File: src/rtl/sram_arb_pkg.sv
`default_nettype none
// ----------------------------------------------------------------------------
// sram_arb_pkg : shared types and constants for the SRAM port arbiter
// Rev 1.0
// ----------------------------------------------------------------------------
package sram_arb_pkg;

    typedef enum logic [1:0] {
        IDLE   = 2'd0,
        TURN   = 2'd1,
        ACCESS = 2'd2,
        DONE   = 2'd3
    } arb_state_t;

    localparam logic CLIENT_FETCH = 1'b0;
    localparam logic CLIENT_WB    = 1'b1;
    localparam logic DIR_READ     = 1'b0;
    localparam logic DIR_WRITE    = 1'b1;

endpackage
`default_nettype wire

File: src/rtl/sram_port_arbiter.sv
`default_nettype none
// ----------------------------------------------------------------------------
// sram_port_arbiter : round-robin sharing of one SRAM port between two clients
// Rev 1.0
// ----------------------------------------------------------------------------
module sram_port_arbiter
    import sram_arb_pkg::*;
#(
    parameter int ADDR_W        = 16,
    parameter int DATA_W        = 24,
    parameter int ACCESS_CYCLES = 1
) (
    input  logic              clk,
    input  logic              rst,
    input  logic [1:0]        req_i,
    input  logic [1:0]        we_i,
    input  logic [ADDR_W-1:0] addr0_i,
    input  logic [ADDR_W-1:0] addr1_i,
    input  logic [DATA_W-1:0] wdata0_i,
    input  logic [DATA_W-1:0] wdata1_i,
    output logic [1:0]        gnt_o,
    output logic [1:0]        ack_o,
    output logic [DATA_W-1:0] rdata_o,
    output logic              busy_o,
    output logic [ADDR_W-1:0] address_o,
    output logic [DATA_W-1:0] w_data_o,
    input  logic [DATA_W-1:0] r_data_i,
    output logic              read_enable_o,
    output logic              write_enable_o
);

    localparam int               CNT_W    = $clog2(ACCESS_CYCLES + 1);
    localparam logic [CNT_W-1:0] CNT_LOAD = CNT_W'(ACCESS_CYCLES);
    localparam logic [CNT_W-1:0] CNT_ONE  = CNT_W'(1);

    arb_state_t        state_q, state_d;
    logic              owner_q, owner_d;
    logic              dir_q, dir_d;
    logic              last_owner_q, last_owner_d;
    logic              last_dir_q, last_dir_d;
    logic [CNT_W-1:0]  cnt_q, cnt_d;
    logic [ADDR_W-1:0] address_q, address_d;
    logic [DATA_W-1:0] wdata_hold_q, wdata_hold_d;
    logic [DATA_W-1:0] w_data_q, w_data_d;
    logic [DATA_W-1:0] rdata_q, rdata_d;
    logic [1:0]        gnt_q, gnt_d;
    logic [1:0]        ack_q, ack_d;
    logic              busy_q, busy_d;
    logic              re_q, re_d;
    logic              we_q, we_d;
    logic              pick;

    // On a tie the client that did not own the port last time wins.
    always_comb begin
        pick = CLIENT_FETCH;
        if (req_i == 2'b10) begin
            pick = CLIENT_WB;
        end else if (req_i == 2'b11) begin
            pick = ~last_owner_q;
        end
    end

    always_ff @(posedge clk) begin
        if (rst) begin
            state_q      <= IDLE;
            owner_q      <= CLIENT_FETCH;
            dir_q        <= DIR_READ;
            last_owner_q <= CLIENT_WB;
            last_dir_q   <= DIR_READ;
            cnt_q        <= '0;
            address_q    <= '0;
            wdata_hold_q <= '0;
            w_data_q     <= '0;
            rdata_q      <= '0;
            gnt_q        <= 2'b00;
            ack_q        <= 2'b00;
            busy_q       <= 1'b0;
            re_q         <= 1'b0;
            we_q         <= 1'b0;
        end else begin
            state_q      <= state_d;
            owner_q      <= owner_d;
            dir_q        <= dir_d;
            last_owner_q <= last_owner_d;
            last_dir_q   <= last_dir_d;
            cnt_q        <= cnt_d;
            address_q    <= address_d;
            wdata_hold_q <= wdata_hold_d;
            w_data_q     <= w_data_d;
            rdata_q      <= rdata_d;
            gnt_q        <= gnt_d;
            ack_q        <= ack_d;
            busy_q       <= busy_d;
            re_q         <= re_d;
            we_q         <= we_d;
        end
    end

    always_comb begin
        state_d      = state_q;
        owner_d      = owner_q;
        dir_d        = dir_q;
        last_owner_d = last_owner_q;
        last_dir_d   = last_dir_q;
        cnt_d        = cnt_q;
        address_d    = address_q;
        wdata_hold_d = wdata_hold_q;
        rdata_d      = rdata_q;
        case (state_q)
            IDLE: begin
                if (req_i != 2'b00) begin
                    owner_d      = pick;
                    dir_d        = we_i[pick];
                    address_d    = (pick == CLIENT_WB) ? addr1_i : addr0_i;
                    wdata_hold_d = (pick == CLIENT_WB) ? wdata1_i : wdata0_i;
                    cnt_d        = CNT_LOAD;
                    state_d      = (we_i[pick] != last_dir_q) ? TURN : ACCESS;
                end
            end
            TURN: begin
                state_d = ACCESS;
            end
            ACCESS: begin
                if (cnt_q == CNT_ONE) begin
                    state_d = DONE;
                    if (dir_q == DIR_READ) begin
                        rdata_d = r_data_i;
                    end
                end else begin
                    cnt_d = cnt_q - CNT_ONE;
                end
            end
            DONE: begin
                last_owner_d = owner_q;
                last_dir_d   = dir_q;
                state_d      = IDLE;
            end
            default: begin
                state_d = IDLE;
            end
        endcase
    end

    // Outputs are decoded from the next state so that every port comes straight from a flop.
    always_comb begin
        gnt_d    = 2'b00;
        ack_d    = 2'b00;
        busy_d   = (state_d != IDLE);
        re_d     = 1'b0;
        we_d     = 1'b0;
        w_data_d = '0;
        if (state_d != IDLE) begin
            gnt_d = (owner_d == CLIENT_WB) ? 2'b10 : 2'b01;
        end
        if (state_d == DONE) begin
            ack_d = gnt_d;
        end
        if (state_d == ACCESS) begin
            re_d = (dir_d == DIR_READ);
            we_d = (dir_d == DIR_WRITE);
            if (dir_d == DIR_WRITE) begin
                w_data_d = wdata_hold_d;
            end
        end
    end

    assign gnt_o          = gnt_q;
    assign ack_o          = ack_q;
    assign rdata_o        = rdata_q;
    assign busy_o         = busy_q;
    assign address_o      = address_q;
    assign w_data_o       = w_data_q;
    assign read_enable_o  = re_q;
    assign write_enable_o = we_q;

endmodule
`default_nettype wire

File: config.mk
export PLATFORM = sky130hd
export DESIGN_NAME = sram_port_arbiter
export DESIGN_NICKNAME = d
export VERILOG_FILES = /design/src/rtl/sram_arb_pkg.sv /design/src/rtl/sram_port_arbiter.sv
export SDC_FILE = /design/constraint.sdc
export NUM_CORES = 1
export LEC_CHECK = 0
export ABC_AREA = 1
export ABC_CLOCK_PERIOD_IN_PS = 2800
export CAP_MARGIN = 20
export CELL_PAD_IN_SITES_DETAIL_PLACEMENT = 0
export CELL_PAD_IN_SITES_GLOBAL_PLACEMENT = 2
export CORE_MARGIN = 3
export CORE_UTILIZATION = 23
export DETAILED_ROUTE_END_ITERATION = 8
export PLACE_DENSITY = 0.95
export SYNTH_ARGS = -nofsm -noshare
export SYNTH_HDL_FRONTEND = slang
export SYNTH_SLANG_ARGS = --single-unit
File: constraint.sdc
create_clock -name clk -period 2.8 [get_ports clk]
set_clock_uncertainty 0.05 [all_clocks]
set_input_delay 0.56 -clock clk [delete_from_list [all_inputs] [get_ports clk]]
set_output_delay 0.56 -clock clk [all_outputs]
set_load 0.02 [all_outputs]
# After elaboration in Yosys (flattened, before gate mapping)
# Cells that the tools add are included.
dict set report classes {
  add_sub_neg 1
  order_cmp 1
  n_eq_ne 9
  n_mux 21
  bitwise 5
  n_reduce_logical 10
}
# op count
set ops {}
lappend ops {{two-way mux 24 bit} 3}
lappend ops {{two-way mux 16 bit} 1}
lappend ops {{== test 2 bit (second input constant)} 6}
lappend ops {{two-way mux 1 bit} 10}
lappend ops {{two-way mux 2 bit} 5}
lappend ops {{case mux 2 bit (4 select lines)} 1}
lappend ops {{nonzero test 2 bit} 3}
lappend ops {{inverter 1 bit} 5}
lappend ops {{AND reduction 2 bit} 2}
lappend ops {{OR reduction 2 bit} 2}
lappend ops {{AND reduction 3 bit} 1}
lappend ops {{OR reduction 3 bit} 1}
lappend ops {{== test 2 x 1 -> 1 bit (second input constant)} 1}
lappend ops {{zero test 2 bit} 1}
lappend ops {{less-than comparator 1 x 2 -> 1 bit (second input constant)} 1}
lappend ops {{inequality test 2 bit (second input constant)} 1}
lappend ops {{case mux 1 bit (2 select lines)} 1}
lappend ops {{inequality test 1 bit} 1}
lappend ops {{subtractor 1 bit (second input constant)} 1}
dict set report word_totals {
  register_bits 102
  input_bits 110
  out_inout_bits 71
  elab_cells 62
}

# Depth between registers and ports, before layout
# Gate-level depths: netlist of the first run.
dict set report depth {
  depth_word 12
  ltp_mapped 12
  mapped_depth_nobuf 11
}

# Least setup slack after synthesis of the first run
# OpenSTA, ideal clock, no wires.
dict set report synth_timing {
  kind {input -> register}
  from {in req_i[0]}
  to {reg w_data_q[1], in the netlist w_data_o[1]}
  setup_time_ns 0.064
  arrival_time_ns 1.531
  required_time_ns 2.686
  path_slack_ns 1.155
  path_stages 10
  n_path_buf 1
  cell_sequence {nand2_1 nand2_2 nand2_1 nand3_1 nand3_2 nand2_2 a21oi_4 nand3_4 buf_6 nor2_1}
}
dict set report synth_between {
  elab_chain_len 12
  word_cells_on_any_way 20
  classes_between {eq/ne (4); mux (12); bitwise (2); reduce/logical (2)}
}
# item line
set synth_lines {}
lappend synth_lines {{start: declaration} sram_port_arbiter.sv:15} ;# input logic [1:0] req_i,
lappend synth_lines {{== test 2 bit} sram_port_arbiter.sv:58} ;# end else if (req_i == 2'b11) begin
lappend synth_lines {{two-way mux 1 bit} sram_port_arbiter.sv:58}
lappend synth_lines {{two-way mux 1 bit} sram_port_arbiter.sv:56} ;# if (req_i == 2'b10) begin
lappend synth_lines {{two-way mux 1 bit (implied by the code) (2 in a row)} {sram_port_arbiter.sv:113, sram_port_arbiter.sv:117}}
lappend synth_lines {{inequality test 1 bit} sram_port_arbiter.sv:117} ;# state_d = (we_i[pick] != last_dir_q) ? TURN : ACCESS;
lappend synth_lines {{two-way mux 2 bit} sram_port_arbiter.sv:117}
lappend synth_lines {{two-way mux 2 bit} sram_port_arbiter.sv:111} ;# if (req_i != 2'b00) begin
lappend synth_lines {{case mux 2 bit (4 select lines)} sram_port_arbiter.sv:109} ;# case (state_q)
lappend synth_lines {{== test 2 bit} sram_port_arbiter.sv:158} ;# if (state_d == ACCESS) begin
lappend synth_lines {{inverter 1 bit (no source line)} --}
lappend synth_lines {{OR reduction 3 bit (no source line)} --}
lappend synth_lines {{end signal: assignment} sram_port_arbiter.sv:89} ;# w_data_q <= w_data_d;
lappend synth_lines {{end: declaration} sram_port_arbiter.sv:44} ;# logic [DATA_W-1:0] w_data_q, w_data_d;
# Several ways; a longest one is shown, not always the timed one. The select of a mux whose other input is x is not followed.
# A chain may end at the register's enable or synchronous reset.

# Worst setup path in the final report of the first run
dict set report layout_timing {
  from {in req_i[1]}
  to {reg w_data_q[14], in the netlist w_data_o[14]}
}
# The elaborated chain is that of the path after synthesis.

==> results of run 1 <==
-- power breakdown --
part           switching, mW  total, mW  internal, mW
clock                  0.558       1.37         0.816
sequential            0.0890       1.78          1.69
combinational          0.746       1.34         0.598
-- registers in the layout, summed over array words and instances, names as in the netlist --
| signal | count |
|---|---|
| ack_o | 2 |
| address_o | 16 |
| busy_o | 1 |
| cnt_q | 1 |
| dir_q | 1 |
| gnt_o | 2 |
| last_dir_q | 1 |
| last_owner_q | 1 |
| owner_q | 1 |
| rdata_o | 24 |
| read_enable_o | 1 |
| state_q | 2 |
| w_data_o | 24 |
| wdata_hold_q | 24 |
| write_enable_o | 1 |
-- metrics by stage --
step	cell area, µm²	power (mW)	worst slack [ns]
3_5_place_dp	5770	3.17	0.395
3_3_place_gp	5770	3.15	0.495
5_1_grt	6100	4.77	0.628
6_report	6100	4.50	0.759
2_1_floorplan	3740	2.55	1.15
4_1_cts	6100	4.57	0.761
-- worst max-delay path, stage by stage --
cell and delay [ns]:
sky130_fd_sc_hd__clkdlybuf4s50_1 0.56, sky130_fd_sc_hd__nand2_2 0.11, sky130_fd_sc_hd__nand2_1 0.09, sky130_fd_sc_hd__nand3_1 0.08, sky130_fd_sc_hd__nand3_2 0.10, sky130_fd_sc_hd__nand2_2 0.08, sky130_fd_sc_hd__a21oi_4 0.17, sky130_fd_sc_hd__nand3_4 0.29
sky130_fd_sc_hd__nor2_1 0.19
-- final cells by class --
| type | instances | area (µm²) | area share, % |
|---|---|---|---|
| Clock buffer | 10 | 239 | 3.92 |
| Multi-Input combinational cell | 328 | 1490 | 24.5 |
| Inverter | 22 | 82.6 | 1.35 |
| Timing Repair Buffer | 189 | 1880 | 30.8 |
| Tap cell | 216 | 270 | 4.43 |
| Sequential cell | 102 | 2040 | 33.5 |
| Clock inverter | 6 | 92.6 | 1.52 |
-- worst max path at each step --
| stage | startpoint | end | slack [ns] |
|---|---|---|---|
| 5_1_grt | req_i[0] | w_data_o[20] | 0.63 |
| 4_1_cts | req_i[1] | w_data_o[14] | 0.76 |
| 6_report | req_i[1] | w_data_o[14] | 0.76 |
| 3_5_place_dp | req_i[1] | w_data_o[14] | 0.39 |
| 2_1_floorplan | req_i[0] | w_data_o[1] | 1.15 |
| 3_3_place_gp | req_i[1] | w_data_o[5] | 0.49 |
-- kinds of logic (layout without fill, tap and decap cells) --
| logic type | Yosys count | in the layout |
|---|---|---|
| adders and majority gates | 3 | 3 |
| AOI/OAI and AO/OA | 92 | 92 |
| and+or+nand+nor | 233 | 233 |
| buffers and inverters | 51 | 227 |
| DFF | 102 | 102 |
-- routing by layer --
metal | up-vias | GRT usage (%) | part of all wire, %
met4 | 2 | 5.14 | 1.5
li1 | 1892 | - | -
met3 | 16 | 3.66 | 6.3
met5 | - | 0 | 0.14
met2 | 111 | 20.5 | 48
met1 | 1654 | 15.5 | 44
-- synth_stat cells (all sizes together) --
library cell / instances
dfxtp: 102
nor2: 103
nor3: 1
inv: 22
buf: 4
o21ai: 66
nand2: 97
a22oi: 1
clkbuf: 25
nand3: 32
ha: 3
a31oi: 17
a21oi: 8
==> results by stage, run 1 <==
Critical path:
- The slack of the worst reg-to-reg path is 0.90 ns.
- The number of cells traversed by the worst register-to-register path is 10.
- Along the worst path, the maximum fanout reaches 25.
- The worst setup path is of the in2reg kind.
- In this run the critical register-to-register path is captured at w_data_o[14].
- The launch point of the worst reg-to-reg path is state_q[0].
- The sort of element at the start of the critical path is a primary input.
- The endpoint arrival time on the critical path is 2.26 ns.
- The data required time at the worst endpoint is 3.02 ns.
- The critical path endpoint category is a flop.

Yosys:
- For this run, the register share of the synthesized area comes to 54.5%.
- After Yosys synthesis, XOR and XNOR cells account for 0% of the synthesized area.
- In this run the mean area of a mapped cell was 7.78 µm².
- The netlist area before placement is 0.00374 mm².
- For this run, the number of Yosys warnings is 0.
- Multiplexer cells account for 0% of the synthesized area.
- Synthesis produced a netlist whose cell count is 481.
- Synthesis produced a netlist with a net count of 594.
- The number of different library cells in the post-synthesis netlist is 22.
- In the post-synthesis netlist, the biggest area contributors are sky130_fd_sc_hd__dfxtp_1, sky130_fd_sc_hd__nor2_1, sky130_fd_sc_hd__nand2_1.
- The register bit total from synthesis is 102.
- After Yosys synthesis, full adders, half adders and majority gates account for 1.00% of the synthesized area.
- The area share of and/or/nand/nor cells after synthesis is 25.7%.
- The synthesized design devotes to its leading area cell type 54.5% of total area.
- The library cell occupying the most area in the post-synthesis netlist is sky130_fd_sc_hd__dfxtp_1.
- The area fraction in compound gates after synthesis is 13.2%.
- The largest family of logic cells by synthesized area is simple AND/OR/NAND/NOR gates.

Routing:
- In the routed design, unresolved DRC markers number 0.
- The detailed-routing iteration count for the pre-antenna-repair pass is 4.
- The average wire per cell in the routed design is 12.9 µm.
- The count of antenna-violating nets left after detailed routing is 0.
- The first routing iteration left 128 violations.
- The via count is 3675.
- For this block, the routed nets add up to 11.3 mm of wire.
- In the routed layout, each cell is associated on average with a via count of 4.21.

Layout:
- The most common cell after layout, fill and taps aside is sky130_fd_sc_hd__clkdlybuf4s50_1.
- The core utilization of the finished layout is 38.4%.
- For this run, the post-layout net count is 765.
- The number of fill cells in the layout is 1642.
- The top cell types in the final layout, fill and taps aside, are sky130_fd_sc_hd__clkdlybuf4s50_1, sky130_fd_sc_hd__dfxtp_1, sky130_fd_sc_hd__nor2_1, sky130_fd_sc_hd__nand2_1, sky130_fd_sc_hd__o21ai_0.
- Of the cells placed in the final design, the portion with a size suffix greater than 1 is 5.94%.
- The number of non-filler instances in the completed layout is 873.
- The number of antenna diodes in the final layout is 0.
- From synthesis to final layout, the design area changed by 63.0%.

Global route:
- The first global-routing pass estimated 18.0 mm of wire.
- The pin count of the biggest net entering global routing is 57.
- The via count of the first global-routing pass is 3593.
- The number of antenna violations at the first check in global routing was 1.
- Global routing finished with a remaining overflow of 0.
- The global router's overall resource usage is 12.5%.

Clocking:
- The H-tree depth reported by CTS is 3.
- The number of hold buffers added after cts is 0.
- The maximum number of buffers from clock root to sink is 2.
- The clock sink count is 102.
- Clock tree synthesis inserted a total of 9 buffers.
- The number of setup buffers added after CTS is 0.
- Post-CTS repair changed the size of 0 cells.
- CTS placed an instance of sky130_fd_sc_hd__clkbuf_16 at the clock tree root.
- The CTS tree is built.
- The clock reaches the later pin of the worst-skew pair after 0.34 ns.
- Clock-pin slew was measured on the worst setup and hold paths at 0.07 ns.

Flow run:
- The count of maximum capacitance violations is 0.

Worst hold path:
- The worst hold endpoint is last_owner_q.
- The worst hold path begins at last_owner_q.
- The worst hold path passes through 2 cells.
- In this run the worst hold path is classified as reg2reg.

Placed design:
- The count of input and output buffers is 180.
- Summed over all nets, the half-perimeter wirelength after detailed placement is 8.27 mm.
- The global placement routability congestion is 0.750.
- The cell count after placement is 857.

STA:
- The highest achievable clock rate is 490 MHz.
- The max-slew violation total from the final report was 0.
- Setup violations remaining at the end of the flow were counted as 0.
- The hold slack is 0.427 ns.
- The relative max-transition margin is 50.2%.
- At the pin with the least slew margin, the transition time is 0.747 ns.
- The final setup TNS is 0 ns.
- Setup repair after global routing left no endpoint under its margin.
- The final hold violation count is 0.
- The shortest period the worst path allows is 2.04 ns.
- The final critical path takes up 72.9% of the cycle.

Power and ir drop:
- The analysis attributes to cell leakage a power of 2.43 nW.
- Power spread over the standard cell area amounts to 737 mW/mm².
- The worst-case IR drop observed on VDD is 0.342 mV.

Floorplanning:
- The initial cell density of the core is 23.6%.
- Row generation in the floorplan step produced 46 rows.
- Measured along the x axis, the die boundary spans 134 µm.
- The die boundary height is 134 µm.
- The region available for standard cell placement spans 0.0159 mm².
- In this run the count of I/O pins placed on the die edge is 181.
- The area of the die is 0.0178 mm².

Status:
- The flow ran to the end, and the final reports show no timing, DRC or antenna violations.
(Power assumes the default switching activity.)
==> run 2, diff against run 1 <==
--- a/config.mk
+++ b/config.mk
@@ -6,14 +6,14 @@
 export NUM_CORES = 1
 export LEC_CHECK = 0
 export ABC_AREA = 1
-export ABC_CLOCK_PERIOD_IN_PS = 2800
+export ABC_CLOCK_PERIOD_IN_PS = 2000
 export CAP_MARGIN = 20
 export CELL_PAD_IN_SITES_DETAIL_PLACEMENT = 0
 export CELL_PAD_IN_SITES_GLOBAL_PLACEMENT = 2
 export CORE_MARGIN = 3
-export CORE_UTILIZATION = 23
+export CORE_UTILIZATION = 21
 export DETAILED_ROUTE_END_ITERATION = 8
-export PLACE_DENSITY = 0.95
+export PLACE_DENSITY = 0.88
 export SYNTH_ARGS = -nofsm -noshare
 export SYNTH_HDL_FRONTEND = slang
 export SYNTH_SLANG_ARGS = --single-unit
==> constraint.sdc (replaced) <==
create_clock -name clk -period 2 [get_ports clk]
set_clock_uncertainty 0.05 [all_clocks]
set_input_delay 0.4 -clock clk [delete_from_list [all_inputs] [get_ports clk]]
set_output_delay 0.4 -clock clk [all_outputs]
set_load 0.02 [all_outputs]
==> run 2 against run 1 <==
  * First-iteration DRC count up 43%
  * Die area up 9.1%
  * Total power up 37%
  * Utilization down 2.7 points
  * Sequential power up 40%
  * Register-to-register slack worse by 0.75 ns
  * Clock power up 20%
  * Combinational power up 51%
  * Design area up 1.6%
  * Non-clock buffer count up 11
  * Global-route usage down 0.56 points
  * Setup slack worse by 0.63 ns
  * Critical path type unchanged
  * Highest routed layer unchanged
==> results by stage, run 2 (same netlist as run 1, synthesis figures left out) <==
Status:
- Result of the run: completed (unchanged).

Layout:
- The footprint of the flip-flops and latches is 0.00204 mm² (unchanged).
- The number of non-filler instances in the completed layout came to 894 (was 873).
- The count of inserted antenna diode cells was 0 (unchanged).
- The area growth from synthesis to final layout is 65.6% (was 63.0%).
- The number of nets in the layout came to 778 (was 765).
- The total area of multi-input combinational cells is 0.00153 mm² (was 0.00149 mm²).
- The post-route cell area was 0.00620 mm² (was 0.00610 mm²).
- The number of fill cells in the layout is 1762 (was 1642).
- The share of post-route cells with drive strength above 1 is 7.62% (was 5.94%).
- The most common cell after layout, fill and taps aside was sky130_fd_sc_hd__clkdlybuf4s50_1 (unchanged).
- Commonest cells after routing, fill and taps aside: sky130_fd_sc_hd__clkdlybuf4s50_1, sky130_fd_sc_hd__dfxtp_1, sky130_fd_sc_hd__nor2_1, sky130_fd_sc_hd__nand2_1, sky130_fd_sc_hd__o21ai_0 (unchanged).

Floorplanning:
- The die width is 140 µm (was 134 µm).
- The die boundary height is 140 µm (was 134 µm).
- The area of the core came to 0.0174 mm² (was 0.0159 mm²).
- The placement row count is 48 (was 46).
- The initial cell density of the core is 21.6% (was 23.6%).
- The number of primary I/O pins came to 181 (unchanged).
- The area of the die is 0.0195 mm² (was 0.0178 mm²).

Critical path:
- The category of the most critical setup path was in2reg (unchanged).
- The endpoint arrival time on the critical path is 2.10 ns (was 2.26 ns).
- The maximum fanout count along the critical path came to 12 (was 25).
- The sort of element at the start of the critical path was a primary input (unchanged).
- The slack of the worst reg-to-reg path is 0.15 ns (was 0.90 ns).
- The critical path endpoint category is a flop (unchanged).
- The data required time at the worst endpoint is 2.23 ns (was 3.02 ns).

Power and ir drop:
- The worst ir drop on vdd is 0.384 mV (was 0.342 mV).
- The total power is 6.17 mW (was 4.50 mW).
- The power per unit of standard cell area is 995 mW/mm² (was 737 mW/mm²).
- The standby leakage power is 2.46 nW (was 2.43 nW).

Routing:
- The residual DRC count came to 0 (unchanged).
- The number of DRC violations after detailed-routing iteration 0 is 183 (was 128).
- The via count is 3735 (was 3675).
- The average wire per cell in the routed design is 13.5 µm (was 12.9 µm).
- The detailed-routing iteration count for the pre-antenna-repair pass is 4 (unchanged).
- The final wirelength is 12.1 mm (was 11.3 mm).
- The detailed-route vias per instance is 4.18 (was 4.21).
- The count of antenna-violating nets left after detailed routing is 0 (unchanged).

STA:
- In the finished design, the share of the clock period the worst path needs comes to 93.7%.
- The final setup TNS is 0 ns (unchanged).
- Derived from the worst setup path, the maximum achievable clock frequency is 534 MHz.
- The max-slew violation total from the final report is 0 (unchanged).
- The clock period could shrink to 1.87 ns.
- The slew of the pin with the lowest slew margin is 0.762 ns (was 0.747 ns).
- The relative max-transition margin is 49.2% (was 50.2%).
- The final setup slack of the worst path came to 0.126 ns (was 0.759 ns).
- The total setup violations reported at the end of the flow came to 0 (unchanged).
- The final hold violation count is 0 (unchanged).

Placed design:
- The HPWL reported at the end of detailed placement is 8.66 mm (was 8.27 mm).
- The global placement routability congestion is 0.734 (was 0.750).
- The count of input and output buffers is 180 (unchanged).
- The cell count after placement is 877 (was 857).
- The placed instance area came to 0.00589 mm² (was 0.00577 mm²).
- The pre-CTS setup slack is -0.238 ns (was 0.395 ns).

Clocking:
- The number of hold buffers added after cts was 0 (unchanged).
- The clock transition at the register clock pins on the worst setup and hold paths after CTS is 0.07 ns (about the same).
- The maximum number of buffers from clock root to sink came to 2 (unchanged).
- The root buffer selected by CTS is sky130_fd_sc_hd__clkbuf_16 (unchanged).
- The H-tree depth reported by CTS is 3 (unchanged).
- The number of clock buffers inserted by TritonCTS is 9 (unchanged).
- The clock latency of the later-clocked register in the worst-skew pair is 0.34 ns (about the same).
- The clock sink count is 102 (unchanged).
- The number of instances resized during post-cts repair is 0 (unchanged).
- The post-CTS setup buffer count is 0 (unchanged).
- The CTS tree is built (unchanged).

Global route:
- The met2 track demand over resource is 20.4% (was 20.5%).
- The total congestion overflow is 0 (unchanged).
- The global router's overall resource usage is 12.0% (was 12.5%).
- The routing usage on met1 was 14.4% (was 15.5%).
- The pin count of the biggest net entering global routing is 41 (was 57).
- The via count of the first global-routing pass is 3798 (was 3593).
- The number of antenna violations at the first check in global routing came to 1 (unchanged).
- The busiest metal layer after global routing is met2 (unchanged).
- The global routing usage on met3 is 2.99% (was 3.66%).
- The wire length of the first global-routing pass came to 18.9 mm (was 18.0 mm).

Flow run:
- The count of maximum capacitance violations was 0 (unchanged).

Worst hold path:
- The class of the tightest hold or removal check is reg2reg (unchanged).
==> run 2: cell count changes in the layout (fill, tap and decap cells not counted), moves of 2 or more <==
cell / previous run / this run
sky130_fd_sc_hd__nand3_4: 1 / 3
sky130_fd_sc_hd__bufinv_16: 2 / 0
sky130_fd_sc_hd__buf_4: 8 / 17
sky130_fd_sc_hd__clkinv_4: 0 / 2
sky130_fd_sc_hd__buf_12: 1 / 3
==> run 2: worst paths after layout <==
path	from	to	depth (start not counted)
setup reg to reg	state_q[0]	w_data_o[13]	8
setup / recovery	req_i[1]	w_data_o[13]	9
hold reg to reg	last_owner_q	last_owner_q	2
hold / removal	last_owner_q	last_owner_q	2
==> run 2: stage by stage <==
step	utilization [%]	hold slack [ns]
finish	35.7	0.413
global route	35.7	0.457
CTS	35.5	0.424
detailed placement	33.9	0.405
global placement	33.9	0.412
floorplan	-	0.380
==> run 2: power breakdown <==
| group | switching [mW] | total [mW] | internal [mW] |
|---|---|---|---|
| sequential | 0.129 | 2.50 | 2.37 |
| clock | 0.768 | 1.65 | 0.879 |
| combinational | 1.10 | 2.02 | 0.916 |
| total | 2.00 | 6.17 | 4.16 |
==> run 2: layout make-up <==
class	count	area share, %
flip-flops and latches	102	32.9
repair buffers	200	32.1
multi-input cells	330	24.7
well taps	225	4.54
clock buffers	11	3.92
inverters	22	1.33
clock inverters	4	0.505
==> run 2: critical path, cell delays in order <==
cell                              delay [ns]
sky130_fd_sc_hd__clkdlybuf4s50_1        0.55
sky130_fd_sc_hd__nand2_2                0.12
sky130_fd_sc_hd__nand2_1                0.10
sky130_fd_sc_hd__nand3_1                0.08
sky130_fd_sc_hd__nand3_2                0.09
sky130_fd_sc_hd__nand2_2                0.07
sky130_fd_sc_hd__a21oi_4                0.29
sky130_fd_sc_hd__nand3_4                0.25
sky130_fd_sc_hd__nor2_1                 0.14
==> run 2: metal layers <==
layer	vias up	routed length, µm
met5	-	20
met1	1686	5310
met3	18	652
met4	2	226
li1	1922	-
met2	107	5840
